==> config.mk <==
export PLATFORM = sky130hd
export DESIGN_NAME = fetch_pc_flat
export DESIGN_NICKNAME = d
export VERILOG_FILES = /design/src/rtl/fetch_pc_if.sv /design/src/rtl/fetch_pc.sv /design/src/flat_wrapper.sv
export SDC_FILE = /design/constraint.sdc
export NUM_CORES = 1
export LEC_CHECK = 0
export ABC_AREA = 1
export ABC_CLOCK_PERIOD_IN_PS = 1390
export BUFFER_PORTS_ARGS = -buffer_cell sky130_fd_sc_hd__buf_2
export CAP_MARGIN = 25
export CELL_PAD_IN_SITES_DETAIL_PLACEMENT = 2
export CELL_PAD_IN_SITES_GLOBAL_PLACEMENT = 2
export CORE_ASPECT_RATIO = 0.5
export CORE_MARGIN = 2
export CORE_UTILIZATION = 29
export DETAILED_ROUTE_END_ITERATION = 6
export PLACE_DENSITY = 0.85
export SETUP_SLACK_MARGIN = 0.4
export SYNTH_ARGS = -nofsm -noshare
export SYNTH_HDL_FRONTEND = slang
export SYNTH_SLANG_ARGS = --single-unit
==> constraint.sdc <==
create_clock -name clk -period 1.39 [get_ports clk]
set_clock_uncertainty 0.1 [all_clocks]
set_input_delay 0.0695 -clock clk [delete_from_list [all_inputs] [get_ports clk]]
set_output_delay 0.0695 -clock clk [all_outputs]
set_load 0.005 [all_outputs]
==> src/rtl/fetch_pc_if.sv <==
// fetch_pc_if: fetch unit control inputs and instruction-memory/decode outputs
interface fetch_pc_if;
  logic        stall;
  logic        jump;
  logic [31:0] jump_target;
  logic [31:0] pc;
  logic        imem_stall;
  logic        imem_jump;
  logic [31:0] inst_pc;
  logic        inst_valid;
  logic        misalign;
  modport master (
    input  stall, jump, jump_target,
    output pc, imem_stall, imem_jump, inst_pc, inst_valid, misalign
  );
  modport slave (
    output stall, jump, jump_target,
    input  pc, imem_stall, imem_jump, inst_pc, inst_valid, misalign
  );
endinterface

==> src/rtl/fetch_pc.sv <==
// fetch_pc: program counter for block-RAM fetch with redirect squash and stall-time redirect buffering
module fetch_pc #(
  parameter logic [31:0] RESET_PC = 32'h0000_0000
) (
  input logic      clk,
  input logic      rst_n,
  fetch_pc_if.master bus
);
  typedef enum logic [1:0] {RUN, HOLD, PEND} state_t;
  state_t      state;
  logic [31:0] pc, inst_pc, pend_target, eff_target;
  logic        inst_valid, misalign, eff_jump;
  assign eff_jump       = bus.jump | (state == PEND);
  assign eff_target     = bus.jump ? bus.jump_target : pend_target;
  assign bus.imem_stall = bus.stall;
  assign bus.imem_jump  = ~bus.stall & eff_jump;
  assign bus.pc         = pc;
  assign bus.inst_pc    = inst_pc;
  assign bus.inst_valid = inst_valid;
  assign bus.misalign   = misalign;
  always_ff @(posedge clk or negedge rst_n)
    if (!rst_n) begin
      state       <= RUN;
      pc          <= RESET_PC;
      inst_pc     <= '0;
      inst_valid  <= 1'b0;
      misalign    <= 1'b0;
      pend_target <= '0;
    end else if (bus.stall) begin
      misalign <= 1'b0;
      state    <= eff_jump ? PEND : HOLD;
      if (eff_jump) pend_target <= eff_target;
    end else if (eff_jump) begin
      pc          <= {eff_target[31:2], 2'b00};
      inst_pc     <= '0;
      inst_valid  <= 1'b0;
      misalign    <= |eff_target[1:0];
      state       <= RUN;
      pend_target <= '0;
    end else begin
      inst_pc     <= pc;
      inst_valid  <= 1'b1;
      pc          <= pc + 32'd4;
      misalign    <= 1'b0;
      state       <= RUN;
      pend_target <= '0;
    end
endmodule
==> src/flat_wrapper.sv <==
// flat-port wrapper written by rule: the top's interface ports become plain ports
module fetch_pc_flat 
#(
  parameter logic [31:0] RESET_PC = 32'h0000_0000
)
  (clk, rst_n, bus_stall, bus_jump, bus_jump_target, bus_pc, bus_imem_stall, bus_imem_jump, bus_inst_pc, bus_inst_valid, bus_misalign);
  fetch_pc_if bus_i ();
  input logic clk;
  input logic rst_n;
  input wire logic [$bits(bus_i.stall)-1:0] bus_stall;
  input wire logic [$bits(bus_i.jump)-1:0] bus_jump;
  input wire logic [$bits(bus_i.jump_target)-1:0] bus_jump_target;
  output wire logic [$bits(bus_i.pc)-1:0] bus_pc;
  output wire logic [$bits(bus_i.imem_stall)-1:0] bus_imem_stall;
  output wire logic [$bits(bus_i.imem_jump)-1:0] bus_imem_jump;
  output wire logic [$bits(bus_i.inst_pc)-1:0] bus_inst_pc;
  output wire logic [$bits(bus_i.inst_valid)-1:0] bus_inst_valid;
  output wire logic [$bits(bus_i.misalign)-1:0] bus_misalign;
  assign bus_i.stall = bus_stall;
  assign bus_i.jump = bus_jump;
  assign bus_i.jump_target = bus_jump_target;
  assign bus_pc = bus_i.pc;
  assign bus_imem_stall = bus_i.imem_stall;
  assign bus_imem_jump = bus_i.imem_jump;
  assign bus_inst_pc = bus_i.inst_pc;
  assign bus_inst_valid = bus_i.inst_valid;
  assign bus_misalign = bus_i.misalign;
  fetch_pc #(.RESET_PC(RESET_PC)) u_core (.clk(clk), .rst_n(rst_n), .bus(bus_i));
endmodule
# [Word level (Yosys, flattened, before mapping)]
# Index checks and enable logic that the tools add are counted.
# Widths: inputs -> output; s select.
[word_totals] wordCells=23 in_bits=36 regBits=100 output_inout_bits=68
[classes] n_bitwise=3 reduce_logical=1 n_eq_ne=2 mux=10 addsub=1
[ops] op="$mux 32" n=5
[ops] op="$add 32x3->32 const B" n=1
[ops] op="$mux 2" n=2
[ops] op="$mux 1" n=3
[ops] op="$eq 2x2->1 const B" n=1
[ops] op="$ne 2x1->1 const B" n=1
[ops] op="$reduce_or 2->1" n=1
[ops] op="$and 1x1->1" n=1
[ops] op="$not 1->1" n=1
[ops] op="$or 1x1->1" n=1

# [Logic depth before layout (Yosys ltp)]
# Gate-level depths: netlist of the first run.
[depth] depth_word=4 ltp_mapped=10 ltp_nobuf=10

# [Worst setup path after synthesis of the first run]
# Ideal clock, no wire load.
[synth_path] path_type="register to register" start="reg u_core.pc[3], in the netlist u_core.bus.pc[3]" end="reg u_core.pc[30], in the netlist u_core.bus.pc[30]" stages_incl_launch_ff=11 n_path_buf=0 path_slack_ns=-0.104 t_arrival_ns=1.270 required_time_ns=1.166 setup_ns=0.124 path_cell_list="dfrtp_1 > ha_1 > inv_1 > nor2_2 > nand2_2 > nor2_4 > nand2_2 > clkinv_2 > nand2_1 > nand2_1 > nand3_1"
[synth_via] elab_chain_len=2
[synth_lines] item="from (decl)" line_no="fetch_pc.sv:11" source="logic [31:0] pc, inst_pc, pend_target, eff_target;"
[synth_lines] item="from (signal assigned)" line_no="fetch_pc.sv:34" source="pc <= {eff_target[31:2], 2'b00};"
[synth_lines] item="from (signal assigned)" line_no="fetch_pc.sv:43" source="pc <= pc + 32'd4;"
[synth_lines] item="$add 32x3->32" line_no="fetch_pc.sv:43"
[synth_lines] item="$mux 32" line_no="fetch_pc.sv:33" source="end else if (eff_jump) begin"
# Every way passes these cells.
# A chain may end at the register's enable or synchronous reset.

# [Final worst setup path of the first run]
[layout_path] start="reg u_core.pc[9], in the netlist u_core.bus.pc[9]" end="reg u_core.pc[21], in the netlist u_core.bus.pc[21]"
# The elaborated chain is that of the path after synthesis.

==> results of run 1 <==
flip-flops by register name, summed over array words and instances, names as in the netlist:
register / flops
u_core.bus.inst_pc: 30
u_core.bus.inst_valid: 1
u_core.bus.misalign: 1
u_core.bus.pc: 30
u_core.pend_target: 32
u_core.state: 2
per-layer routing:
| layer | wire (um) | part of all wire |
|---|---|---|
| met1 | 15100 | 0.42 |
| met2 | 16600 | 0.46 |
| met3 | 2720 | 0.076 |
| met4 | 1580 | 0.044 |
| met5 | 24 | 0.00067 |
worst max-delay path, delay by kind of cell (launching register included):
kind | cells | cell delay (ns)
buf+inv | 2 | 0.27
flops | 1 | 0.46
simple gates | 7 | 0.96
where the power goes:
group          switching (mW)  internal [mW]  leakage (nW)  total, mW
Clock                    1.39           1.23         0.125       2.62
Sequential              0.410           3.09          1.23       3.50
Combinational            1.84           1.60          2.89       3.44
Total                    3.64           5.92          4.24       9.56
logic make-up (layout without fill, tap and decap cells):
group | count (synthesis) | count (layout) | synth area share
xor gates and xnor gates | 7 | 7 | 0.0129
adders and majority gates | 1 | 1 | 0.00262
and+or+nand+nor | 288 | 288 | 0.279
AOI/OAI and AO/OA | 74 | 74 | 0.0934
other | 1 | 4 | 0.000786
buffers and inverters | 83 | 364 | 0.0737
muxes | 16 | 16 | 0.0336
DFF | 96 | 96 | 0.504
layout make-up:
type	count	share of cell area
repair buffers	294	0.304
clock buffers	10	0.0257
clock inverters	6	0.00505
well taps	227	0.0318
inverters	54	0.0252
multi-input cells	390	0.336
flip-flops and latches	96	0.272
cells in the final DEF, fill, tap and decap left out, types with 23 or more instances in the layout:
cell,n
buf_6,94
buf_4,93
nand2_1,79
dfrtp_1,76
buf_2,68
inv_1,45
nor2_1,34
nor2_2,26
nand2_2,24
nand3_1,24
nand3_2,23
worst max path at each step:
stage | startpoint | to | slack [ns] | cells past startpoint
floorplan | u_core.bus.pc[3] | u_core.bus.pc[30] | -0.07 | 10
global placement | u_core.bus.pc[2] | u_core.bus.pc[30] | -0.16 | 10
detailed placement | u_core.bus.pc[2] | u_core.bus.pc[12] | -0.32 | 8
CTS | u_core.bus.pc[2] | u_core.bus.pc[19] | -0.27 | 9
global route | u_core.bus.pc[2] | u_core.bus.pc[21] | -0.49 | 10
finish | u_core.bus.pc[9] | u_core.bus.pc[21] | -0.49 | 9
through the flow:
stage / area [um^2] / setup WS (ns) / TNS [ns] / instances / total power, mW
after floorplan: 4870 / -0.0746 / -0.181 / 569 / 4.08
after global placement: 6140 / -0.160 / -1.22 / 945 / 5.00
after detailed placement: 6140 / -0.319 / -4.81 / 945 / 5.15
after CTS: 8080 / -0.266 / -8.01 / 1040 / 8.59
after global routing: 8920 / -0.493 / -18.89 / 1077 / 9.73
final: 8920 / -0.489 / -17.42 / 1077 / 9.56
repair_timing:
action / in CTS / in global routing
endpoints found under the hold margin: 133 / 12
setup buffers: 56 / 37
pin swaps: 38 / 45
resized for setup: 236 / 130
cloned: 5 / 0
endpoints found under the setup margin: 140 / 146
==> metrics.cfg, run 1 <==
[logic_synthesis]
synth_top_area_frac=0.504
synth_area_leaders=dfrtp_1 50%, nand2_1 8.8%, nor2_1 5.5%
syn_inst=566
synth_commonest_cells=112 x nand2_1, 96 x dfrtp_1, 70 x nor2_1
syn_area_per_cell_um2=8.42
synth_edf_count=0
synthArstFlopShare=1.00
synth_most_common_cell=nand2_1
synth.cell_area_um2=4770
yosys.area.top_type=dfrtp_1
ys.flop_type=dfrtp_1
synthDistinctLibCells=39
ys_ff_latch=96
yosys_warnings=0
ys_seq_area_frac=0.504

[grt]
grt_max_degree=36
grt_util_met2=0.601
grtUsageMet3=0.0818
grt_overflow=0
use_met1=0.455
busiest_layer=met2
grt_first_pass_wirelength_um=44800
grt_pass1_vias=6441
grt_use_total=0.360
antenna_found_initial=2

[min_path]
hp-class=primary input to flip-flop
holdPathEnd=u_core.pend_target[10]
hp-start=bus_jump_target[10]
min_path_cells=3

[die]
die_h_um=94.7
dieWidth_um=185
io_pins=104
die_area_um2=17500
core-area_um2=16200
rows=33
start_util=0.294

[setup_path]
reg2reg_from=u_core.bus.pc[9]
worstPathCellList=nand2_2 > nor2_4 > inv_1 > nor2_4 > buf_6 > nand2_2 > nand2_2 > nand3_2 > nand3_2
critPathCaptureType=flip-flop
critical_path_required_ns=1.60
crit_arrival_ns=2.09
critical-path-max-stage-delay_ns=0.46
reg2reg_slack_ns=-0.49
rr_worst_depth=9
worstPathMaxFanout=4
rr_endpoint=u_core.bus.pc[21]
worstSetupPathType=flip-flop to flip-flop
crit_slowest_cell=dfrtp_2
start_kind=flip-flop
crit_top_cell=nand2_2

[timing]
report.final.setup_viol=68
grt_setup_unrepaired=true
period_needed_ns=1.88
final_hold_viol_count=9
fmax_mhz=532
postLayoutSetupSlackWorst_ns=-0.489
slew_viol_final=0
fin_crit_sh=1.35
hold_ws_ns=-0.128

[status]
status=complete, but fails checks
violations=negative hold slack, negative setup slack

[finish]
drive_gt1_frac=0.601
diodes=0
fin_util=0.550
nFillCells=1639
multi_input_area_um2=3000
layout.nets=882
regArea_um2=2430
syn2layout_area_growth_pct=87.1

[detailed_routing]
dr.pass1.iters=6
routed_wirelength_um=36000
drc=0
vias=6016
drt_iter0_markers=457
wire_per_inst_um=33.4
vias_per_cell=5.59
ant_nets=0

[clock_network]
cts_root_buf=clkbuf_16
cts-buffers-inserted=9
cts_max_level=3
clkTransAtPathRegs_ns=0.08
cts_tree=done
worstSkewPairLatency_ns=0.39
clock_sinks=96
hold_buffers=18
clockBufferDepth=2

[power_and_ir_drop]
power.density_nw_per_um2=1070
p_leak_nw=4.24
ir_worst_vdd_mv=0.713

[flow_run]
maxCapViolations=0

[placed_design]
gp_congestion=0.842
dp_hpwl_um=15000
io_buffers=99

Power figures use the tool's default switching activity.
==> inputs of run 2 (changes only) <==
- RECOVER_POWER: default -> 50
==> run 2 against run 1 <==
The flow still finishes with violations (negative hold slack, negative setup slack); sequential share of layout area increased by 0.10 points; sequential cell count unchanged; wire length about the same; via count decreased by 0.90%; final cell count unchanged; maximum frequency decreased by 0.68%; combinational power about the same; non-clock buffer count unchanged; worst hold slack got worse by 0.0022 ns; worst setup slack got worse by 0.013 ns; largest power group unchanged.
==> metrics.cfg, run 2 (same netlist as run 1, synthesis figures left out) <==
[finish]
layout.nets=882  ; unchanged
largest_register_ffs=32  ; unchanged
fin_util=0.548  ; was 0.550
syn2layout_area_growth_pct=86.4  ; was 87.1%
layout_commonest_cell=buf_6  ; unchanged
reg_top3=u_core.pend_target x32, u_core.bus.inst_pc x30, u_core.bus.pc x30  ; unchanged
top_register=u_core.pend_target  ; unchanged
final_cell_mix=94 x buf_6, 92 x buf_4, 79 x nand2_1  ; was 94 x buf_6, 93 x buf_4, 79 x nand2_1
drive_gt1_frac=0.601  ; unchanged
diodes=0  ; unchanged

[detailed_routing]
wire_per_inst_um=33.4  ; about the same
drc=0  ; unchanged
routed_wirelength_um=36000  ; about the same
dr.pass1.iters=7  ; was 6
vias=5962  ; was 6016
vias_per_cell=5.54  ; was 5.59
ant_nets=0  ; unchanged
drt_iter0_markers=436  ; was 457

[die]
die_h_um=94.7  ; unchanged
dieWidth_um=185  ; unchanged
core-area_um2=16200  ; unchanged
start_util=0.294  ; unchanged
io_pins=104  ; unchanged
die_area_um2=17500  ; unchanged
rows=33  ; unchanged

[setup_path]
critical_path_required_ns=1.60  ; about the same
crit_arrival_ns=2.10  ; was 2.09 ns
worstSetupPathType=flip-flop to flip-flop  ; unchanged
crit_top_cell=nand2_2  ; unchanged
critical-path-max-stage-delay_ns=0.47  ; was 0.46 ns
critPathTopFamily=simple AND/OR/NAND/NOR gates  ; unchanged
worst-path-buf-inv=2  ; unchanged
worstPathCellList=nand2_2 > nor2_4 > inv_1 > nor2_4 > buf_6 > nand2_2 > nand2_2 > nand3_2 > nand3_2  ; unchanged
crit_slowest_cell=dfrtp_2  ; unchanged
worstPathMaxFanout=4  ; unchanged
critPathCaptureType=flip-flop  ; unchanged
start_kind=flip-flop  ; unchanged

[timing]
slew_headroom=0.594
period_needed_ns=1.89  ; was 1.88 ns
fin_crit_sh=1.36  ; was 1.35
fmax_mhz=529  ; was 532 MHz
report.final.setup_viol=69  ; was 68
tightest_slew_ns=0.609
hold_ws_ns=-0.131  ; was -0.128 ns
final_hold_viol_count=9  ; unchanged
grt_setup_unrepaired=true  ; unchanged
postLayoutSetupSlackWorst_ns=-0.501  ; was -0.489 ns
slew_viol_final=0  ; unchanged

[clock_network]
cts_tree=done  ; unchanged
clockBufferDepth=2  ; unchanged
worstSkewPairLatency_ns=0.39  ; about the same
clkTransAtPathRegs_ns=0.08  ; about the same
cts_root_buf=clkbuf_16  ; unchanged
clock_sinks=96  ; unchanged
hold_buffers=18  ; unchanged
cts_max_level=3  ; unchanged
cts-buffers-inserted=9  ; unchanged

[placed_design]
dp_hpwl_um=15000  ; unchanged
io_buffers=99  ; unchanged
gp_congestion=0.842  ; unchanged
post-place-ws_ns=-0.319  ; unchanged

[status]
violations=negative hold slack, negative setup slack  ; unchanged
status=complete, but fails checks  ; unchanged

[grt]
grt_first_pass_wirelength_um=44800  ; unchanged
grt_pass1_vias=6441  ; unchanged
grt_use_total=0.360  ; unchanged
grt_overflow=0  ; unchanged
grt_max_degree=36  ; unchanged
antenna_found_initial=2  ; unchanged

[power_and_ir_drop]
power.total_mw=9.54  ; was 9.56 mW
p_leak_nw=4.23  ; was 4.24 nW
power.density_nw_per_um2=1070  ; about the same
ir_worst_vdd_mv=0.713  ; about the same

[min_path]
hp-class=primary input to flip-flop  ; unchanged

[flow_run]
maxCapViolations=0  ; unchanged

## run 2: layout make-up
class | instances | area (um^2)
Inverter | 54 | 225
Fill cell | 1644 | 7340
Clock buffer | 10 | 229
Sequential cell | 96 | 2430
Timing Repair Buffer | 294 | 2680
Clock inverter | 6 | 45.0
Tap cell | 227 | 284
Multi-Input combinational cell | 390 | 3000
## run 2: what timing repair did
action / 4_1_cts / 5_1_grt
resized for setup: 236 / 130
setup buffers: 56 / 37
cloned: 5 / 0
pin swaps: 38 / 45
setup endpoints to repair: 140 / 146
endpoints found under the hold margin: 133 / 12
## run 2: per-stage QoR
step | TNS (ns) | instance area, um^2 | hold WS [ns] | instances
after floorplan | -0.181 | 4870 | -0.326 | 569
after global routing | -19.64 | 8890 | -0.108 | 1077
after CTS | -8.01 | 8080 | -0.106 | 1040
final | -17.44 | 8890 | -0.131 | 1077
after global placement | -1.22 | 6140 | -0.113 | 945
after detailed placement | -4.81 | 6140 | -0.106 | 945
## run 2: power by group
group          switching, mW  total [mW]  internal [mW]
Sequential             0.407        3.50           3.09
Clock                   1.39        2.61           1.23
Combinational           1.84        3.43           1.59
Total                   3.63        9.54           5.90
## run 2: path summary, 6_finish.rpt
path / slack [ns] / end / depth (start not counted) / start
hold / removal: -0.13 / u_core.pend_target[10] / 3 / bus_jump_target[10]
hold reg to reg: 0.44 / u_core.bus.inst_pc[7] / 1 / u_core.bus.inst_pc[7]
setup / recovery: -0.50 / u_core.bus.pc[21] / 9 / u_core.bus.pc[9]
setup reg to reg: -0.50 / u_core.bus.pc[21] / 9 / u_core.bus.pc[9]
max in group asynchronous: 0.06 / u_core.bus.pc[10] / 3 / rst_n
min in group asynchronous: 0.15 / u_core.bus.inst_pc[14] / 2 / rst_n
## run 2: metal layers
| metal | part of all wire | global-route usage | wire length [um] |
|---|---|---|---|
| met1 | 0.42 | 0.455 | 15100 |
| met2 | 0.46 | 0.601 | 16500 |
| met3 | 0.076 | 0.0818 | 2750 |
| met4 | 0.045 | 0.144 | 1610 |
| met5 | 0.00067 | 0 | 24 |
## run 2: tightest hold or removal path, delay by kind of cell
family	cells	cell delay (ns)
AOI/OAI and AO/OA	1	0.07
buffers and inverters	1	0.09
and+or+nand+nor	1	0.09
